===== src/rtl/dem_gpg_ctrl.sv =====
// Clock/stopwatch control front-end: tick prescalers, button
// debounce, adjust-mode FSM and run/adjust output gating.
module dem_gpg_ctrl #(
  parameter int F_CLK   = 50_000_000,
  parameter int F_DB    = 100,
  parameter int F_ADJ   = 5,
  parameter int DEB_CYC = 1_000_000
) (
  input  logic       ckht,
  input  logic       rst,
  input  logic       btn_run,
  input  logic       btn_mode,
  input  logic       btn_up,
  input  logic       btn_dw,
  output logic       ena_db,
  output logic       ena5hz,
  output logic       ena_up,
  output logic       ena_dw,
  output logic [1:0] gt_mod,
  output logic       running
);

  localparam int DIV_DB  = F_CLK / F_DB;
  localparam int DIV_ADJ = F_CLK / F_ADJ;
  localparam int DB_W    = $clog2(DIV_DB);
  localparam int ADJ_W   = $clog2(DIV_ADJ);
  localparam int DEB_W   = $clog2(DEB_CYC + 1);

  localparam logic [DB_W-1:0]  DB_MAX  = DB_W'(DIV_DB - 1);
  localparam logic [ADJ_W-1:0] ADJ_MAX = ADJ_W'(DIV_ADJ - 1);
  localparam logic [DEB_W-1:0] DEB_MAX = DEB_W'(DEB_CYC - 1);

  localparam int B_RUN  = 0;
  localparam int B_MODE = 1;
  localparam int B_UP   = 2;
  localparam int B_DW   = 3;

  typedef enum logic [1:0] {
    M_NORM = 2'b00,
    M_SEC  = 2'b01,
    M_MIN  = 2'b10,
    M_HR   = 2'b11
  } mode_e;

  logic [3:0]       raw;
  logic [3:0]       s1_q, s2_q;
  logic [3:0]       lvl_q, lvl_d;
  logic [3:0]       prs_q, prs_d;
  logic [DEB_W-1:0] deb_q [4];
  logic [DEB_W-1:0] deb_d [4];

  mode_e            mode_q, mode_d, mode_nx;
  logic             run_q, run_d;

  logic [DB_W-1:0]  db_q, db_d;
  logic [ADJ_W-1:0] adj_q, adj_d;

  logic ena_db_q, ena_db_d;
  logic ena5hz_q, ena5hz_d;
  logic ena_up_q, ena_up_d;
  logic ena_dw_q, ena_dw_d;

  assign raw = {btn_dw, btn_up, btn_mode, btn_run};

  // Counter runs only while the synced input disagrees with the level
  always_comb begin
    for (int i = 0; i < 4; i++) begin
      lvl_d[i] = lvl_q[i];
      deb_d[i] = deb_q[i];
      if (s2_q[i] == lvl_q[i]) begin
        deb_d[i] = '0;
      end else if (deb_q[i] == DEB_MAX) begin
        lvl_d[i] = s2_q[i];
        deb_d[i] = '0;
      end else begin
        deb_d[i] = deb_q[i] + DEB_W'(1);
      end
    end
    prs_d = lvl_d & ~lvl_q;
  end

  always_comb begin
    mode_d = mode_q;
    run_d  = run_q;
    case (mode_q)
      M_NORM:  mode_nx = M_SEC;
      M_SEC:   mode_nx = M_MIN;
      M_MIN:   mode_nx = M_HR;
      default: mode_nx = M_NORM;
    endcase
    if (prs_q[B_MODE]) mode_d = mode_nx;
    // Run toggle judged against the pre-press mode
    if (mode_q == M_NORM) begin
      if (prs_q[B_MODE])     run_d = 1'b0;
      else if (prs_q[B_RUN]) run_d = ~run_q;
    end
  end

  always_comb begin
    if (run_d && !run_q)  db_d = '0;
    else if (db_q == DB_MAX) db_d = '0;
    else                  db_d = db_q + DB_W'(1);
    if (adj_q == ADJ_MAX) adj_d = '0;
    else                  adj_d = adj_q + ADJ_W'(1);

    ena_db_d = (db_q == DB_MAX) & run_q & run_d
             & (mode_d == M_NORM);
    ena5hz_d = (adj_q == ADJ_MAX);
    ena_up_d = lvl_d[B_UP] & ~lvl_d[B_DW]
             & (mode_d != M_NORM);
    ena_dw_d = lvl_d[B_DW] & ~lvl_d[B_UP]
             & (mode_d != M_NORM);
  end

  always_ff @(posedge ckht or negedge rst) begin
    if (!rst) begin
      mode_q <= M_NORM;
      run_q  <= 1'b0;
    end else begin
      mode_q <= mode_d;
      run_q  <= run_d;
    end
  end

  always_ff @(posedge ckht or negedge rst) begin
    if (!rst) begin
      s1_q     <= '0;
      s2_q     <= '0;
      lvl_q    <= '0;
      prs_q    <= '0;
      for (int i = 0; i < 4; i++) deb_q[i] <= '0;
      db_q     <= '0;
      adj_q    <= '0;
      ena_db_q <= 1'b0;
      ena5hz_q <= 1'b0;
      ena_up_q <= 1'b0;
      ena_dw_q <= 1'b0;
    end else begin
      s1_q     <= raw;
      s2_q     <= s1_q;
      lvl_q    <= lvl_d;
      prs_q    <= prs_d;
      for (int i = 0; i < 4; i++) deb_q[i] <= deb_d[i];
      db_q     <= db_d;
      adj_q    <= adj_d;
      ena_db_q <= ena_db_d;
      ena5hz_q <= ena5hz_d;
      ena_up_q <= ena_up_d;
      ena_dw_q <= ena_dw_d;
    end
  end

  assign ena_db  = ena_db_q;
  assign ena5hz  = ena5hz_q;
  assign ena_up  = ena_up_q;
  assign ena_dw  = ena_dw_q;
  assign gt_mod  = mode_q;
  assign running = run_q;

endmodule


===== config.mk =====
export PLATFORM = sky130hd
export DESIGN_NAME = dem_gpg_ctrl
export DESIGN_NICKNAME = d
export VERILOG_FILES = /design/src/rtl/dem_gpg_ctrl.sv
export SDC_FILE = /design/constraint.sdc
export NUM_CORES = 1
export LEC_CHECK = 0
export CORE_MARGIN = 5
export CORE_UTILIZATION = 30
export CTS_BUF_LIST = sky130_fd_sc_hd__clkbuf_4 sky130_fd_sc_hd__clkbuf_8
export CTS_CLUSTER_SIZE = 30
export DETAILED_ROUTE_END_ITERATION = 8
export PLACE_DENSITY_LB_ADDON = 0.15
export SLEW_MARGIN = 20
export SYNTH_ARGS = -nofsm -noshare
export SYNTH_HDL_FRONTEND = slang
export SYNTH_SLANG_ARGS = --single-unit

===== constraint.sdc =====
create_clock -name ckht -period 2.7 [get_ports ckht]
set_input_delay 0.54 -clock ckht [delete_from_list [all_inputs] [get_ports ckht]]
set_output_delay 0.54 -clock ckht [all_outputs]
set_load 0.005 [all_outputs]

# After elaboration in Yosys (flattened, before gate mapping)
# Cells that the tools add are included.
# op_classes
addsub	6
n_eq_ne	12
n_mux	24
bitwise	12
reduce_logical	5
# ops
op	count
20-bit 2-to-1 mux	8
20-bit by 1-bit adder with 20-bit output, second input constant	4
20-bit == test, second input constant	4
19-bit 2-to-1 mux	2
24-bit by 1-bit adder with 24-bit output, second input constant	1
24-bit == test, second input constant	1
24-bit 2-to-1 mux	1
19-bit by 1-bit adder with 19-bit output, second input constant	1
19-bit == test, second input constant	1
1-bit 2-to-1 mux	11
1-bit AND	7
2-bit one-hot mux with 3 select lines	1
1-bit == test	4
2-bit logical NOT	2
1-bit NOT	3
2-bit AND	1
2-bit by 1-bit == test with 1-bit output, second input constant	1
2-bit == test, second input constant	1
2-bit 2-to-1 mux	1
2-bit NOT	1
2-bit nonzero test	1
1-bit logical AND	1
1-bit logical NOT	1
# word_totals
reg_bits	144
input_bits	6
word_cells	75

# Logic depth before layout (Yosys ltp)
# depth
ltp_word	6
ltp_mapped	8
ltp_nobuf	6

# Least setup slack after synthesis
# Ideal clock, no wire load.
# synth_timing
path_kind	reg2reg
startpoint	register deb_q[20] (netlist name)
endpoint	register ena_up_q (netlist: ena_up)
t_arrival_ns	1.696
required_time_ns	2.574
slack_ns	0.878
path_stages_with_launch	7
path_buffers	0
cell_sequence	dfrtp_1 ha_1 nand3_2 or2_4 nor4_4 mux2_4 nor3b_2
# synth_via
elab_chain_cells	5
# synth_lines
element	line_no	source
start, declared	49	logic [DEB_W-1:0] deb_q [4];
20-bit == test	72	end else if (deb_q[i] == DEB_MAX) begin
1-bit 2-to-1 mux	72	
1-bit 2-to-1 mux	70	if (s2_q[i] == lvl_q[i]) begin
net lvl_d[2]	47	logic [3:0] lvl_q, lvl_d;
1-bit AND	109	ena_up_d = lvl_d[B_UP] & ~lvl_d[B_DW]
1-bit AND	110	& (mode_d != M_NORM);
net ena_up_d	60	logic ena_up_q, ena_up_d;
end signal, assigned	148	ena_up_q <= ena_up_d;
end, declared	60	
# The timed path passes the listed nets, and every way through them passes these cells.

==> flow_metrics.py <==
metrics = {
    "outcome": {
        "outcome": "completed",
    },
    "timing": {
        "hold_viol_final": 0,
        "rsz0062_at_grt": "no",
        "fin_crit_ps": 2000,
        "fmax_mhz": 500,
        "finalSetupViolCount": 0,
        "slew_headroom_pct": 42.2,
        "tns_ps": 0,
        "period_share_pct": 74.0,
        "hold_ws_ps": 96.3,
        "drv_slew": 0,
        "worstMarginPinSlew_ps": 860,
        "fin_worst_skew_ps": 7.62,
    },
    "placement": {
        "numPortBuffers": 12,
        "place.gp.congestion": 0.773,
        "dpl.hpwl_mm": 8.33,
    },
    "clocking": {
        "max-clock-path-buffers": 2,
        "cts_tree": "yes",
        "cts-htree-levels": 4,
        "cts_setup_buffers": 0,
        "ctsResizeCount": 0,
        "numCtsBuffers": 17,
        "cts.sinks": 144,
        "ctsHoldBuffers": 0,
        "clk_pin_slew_ps": 80,
        "clkLatencyLatePin_ps": 440,
        "cts-root-buf": "clkbuf_8",
    },
    "logic_synthesis": {
        "synth-edff-count": 0,
        "syn_inst": 644,
        "syn-num-nets": 658,
        "yosysTopAreaCellShare_pct": 54.1,
        "synth-warning-count": 0,
        "synth.area.top_cells": "dfrtp_1 54%, xor2_1 8.8%, nor2_1 7.7%",
        "synth_cell_type_count": 47,
        "synth-async-reset-ratio_pct": 100,
        "synth_area_um2": 6660,
        "synth-seq-cells": 144,
        "synth_top_area_cell": "dfrtp_1",
        "seq_area_frac_synth_pct": 54.1,
        "postSynthAreaPerCell_um2": 10.3,
        "synthFlopType": "dfrtp_1",
    },
    "critical_path": {
        "ff2ff_path_depth": 6,
        "critical_path.endpoint": "deb_q[32]",
        "reg2reg_to": "deb_q[32]",
        "r2r_setup_slack_ps": 700,
        "crit_fanout": 20,
        "worstPathRequired_ps": 3010,
        "worst-setup-path-type": "reg -> reg",
        "reg2reg_from": "deb_q[20]",
        "startpoint": "deb_q[20]",
        "cp-end-kind": "register",
        "worst_setup_path_start_kind": "register",
        "cp.arrival_ps": 2310,
    },
    "pwr": {
        "power_leakage_uw": 0.00326,
        "ir_drop_uv": 293,
        "p_per_area_nw_per_um2": 577,
    },
    "routing": {
        "ant_nets": 0,
        "routedWlPerCell_um": 12.8,
        "dr_total_vias": 4426,
        "wl_mm": 12.3,
        "drc": 0,
        "viasPerCell": 4.61,
        "dr.pass1.iters": 4,
        "drtIter0Drc": 221,
    },
    "grt": {
        "grt-ovfl-total": 0,
        "grt_antenna_before_repair": 0,
        "grt_usage_pct": 10.1,
        "grt_max_degree": 73,
        "grt_pass1_vias": 4474,
        "grt_pass1_wl_mm": 21.5,
    },
    "finish": {
        "area_growth_pct": 13.9,
        "final_nets": 682,
        "num_antenna_cells": 0,
        "multi_input_area_um2": 2920,
        "ff_latch_area_um2": 3600,
        "layout-drive-gt1-share_pct": 8.37,
        "nFillCells": 2204,
    },
    "job": {
        "cap_violations": 0,
    },
    "die": {
        "start_util_pct": 30.5,
        "dieArea_um2": 25300,
        "io_pins": 13,
        "die_y_um": 159,
        "rows": 54,
        "die_x_um": 159,
        "core-area_um2": 21800,
    },
    "worst_hold_path": {
        "hold_path.class": "in -> async",
    },
}
==> sequential cells by signal, indices dropped and copies added, names as in the netlist <==
register,cells
db_q,19
gt_mod,2
running,1
deb_q,80
ena_db,1
s2_q,4
prs_q,2
ena_up,1
lvl_q,4
adj_q,24
ena5hz,1
ena_dw,1
s1_q,4
==> final cells by class <==
type,count,share of cell area [%]
sequential,144,47.5
multi-input combinational,475,38.5
tap,280,4.62
clock buffer,19,3.45
clock inverter,13,3.05
timing repair buffer,16,2.16
inverter,14,0.693
==> stage by stage <==
stage          area, µm²  util [%]  power [µW]  std cells  worst slack [ps]
3_3_place_gp        7090      32.5        2340        929               750
4_1_cts             7590      34.8        4470        961               655
6_report            7590      34.8        4380        961               701
2_1_floorplan       6660         -        2280        644               878
3_5_place_dp        7090      32.5        2350        929               672
5_1_grt             7590      34.8        4570        961               566
==> layer usage <==
layer	part of all wire (%)	up-vias	global-route usage (%)
met5	0	-	0
met1	49	2162	13.2
met2	48	32	16.1
met4	1.7	0	4.03
met3	2.1	17	2.43
li1	-	2215	-
==> worst min path at each step <==
stage | start | end | slack [ps] | cells after the start
after detailed placement | s1_q[3] | s2_q[3] | 340 | 0
after floorplan | rst | adj_q[0] | 240 | 0
after global routing | rst | adj_q[20] | 140 | 1
after CTS | rst | adj_q[16] | 110 | 1
after global placement | s1_q[3] | s2_q[3] | 340 | 0
final | rst | adj_q[16] | 100 | 1
==> where the power goes <==
part           switching, µW  leakage, µW  internal, µW
registers               20.9      0.00195          2180
logic                   75.0      0.00106          29.1
clock network            835     0.000242          1240
==> cells in the final DEF, fill, tap and decap left out, types with 2 or more instances in the layout <==
master and instances:
clkinvlp_4 2, nor3_1 16, or2_2 2, nand3_1 62, o21ai_0 4, and2_1 3
nor2b_1 2, nor4_1 8, and4_1 5, nor2_1 136, buf_4 3, nand3_2 2
nand2_1 39, nand2b_1 2, nor4bb_1 2, xnor2_1 47, clkinv_4 2, and3_1 17
nand3b_1 2, nor4b_1 5, nor4_2 2, inv_1 14, ha_1 8, xor2_1 67
nand4b_1 2, clkdlybuf4s50_1 11, nand4_1 20, bufinv_16 6, dfrtp_1 144, mux2_2 4
clkbuf_8 19, clkinv_2 2
==> cells in the mapped netlist, types with 3 or more instances <==
master,number
xnor2_1,47
nor3_1,16
ha_1,8
buf_4,5
xor2_1,67
inv_1,14
nor4b_1,5
nand3_1,62
nor4_1,8
nand2_1,39
dfrtp_1,144
and3_1,17
mux2_2,4
and4_1,5
buf_2,4
o21ai_0,4
nand4_1,20
and2_1,3
nor2_1,136
==> critical path: stages (launching register included) <==
cell,delay (ps)
dfrtp_1,410
ha_1,240
nand3_2,100
or2_4,290
nor4_4,310
or2_2,410
nor2_1,100
==> logic make-up after synthesis <==
group	after synthesis	share of synthesized area [%]
AND/OR/NAND/NOR	341	25.7
flip-flops	144	54.1
XOR/XNOR	114	15.0
buffers and inverters	25	2.05
adder cells (fa/ha/maj)	8	1.50
AO/OA/AOI/OAI	7	0.789
multiplexers	5	0.901
(Power assumes the default switching activity.)
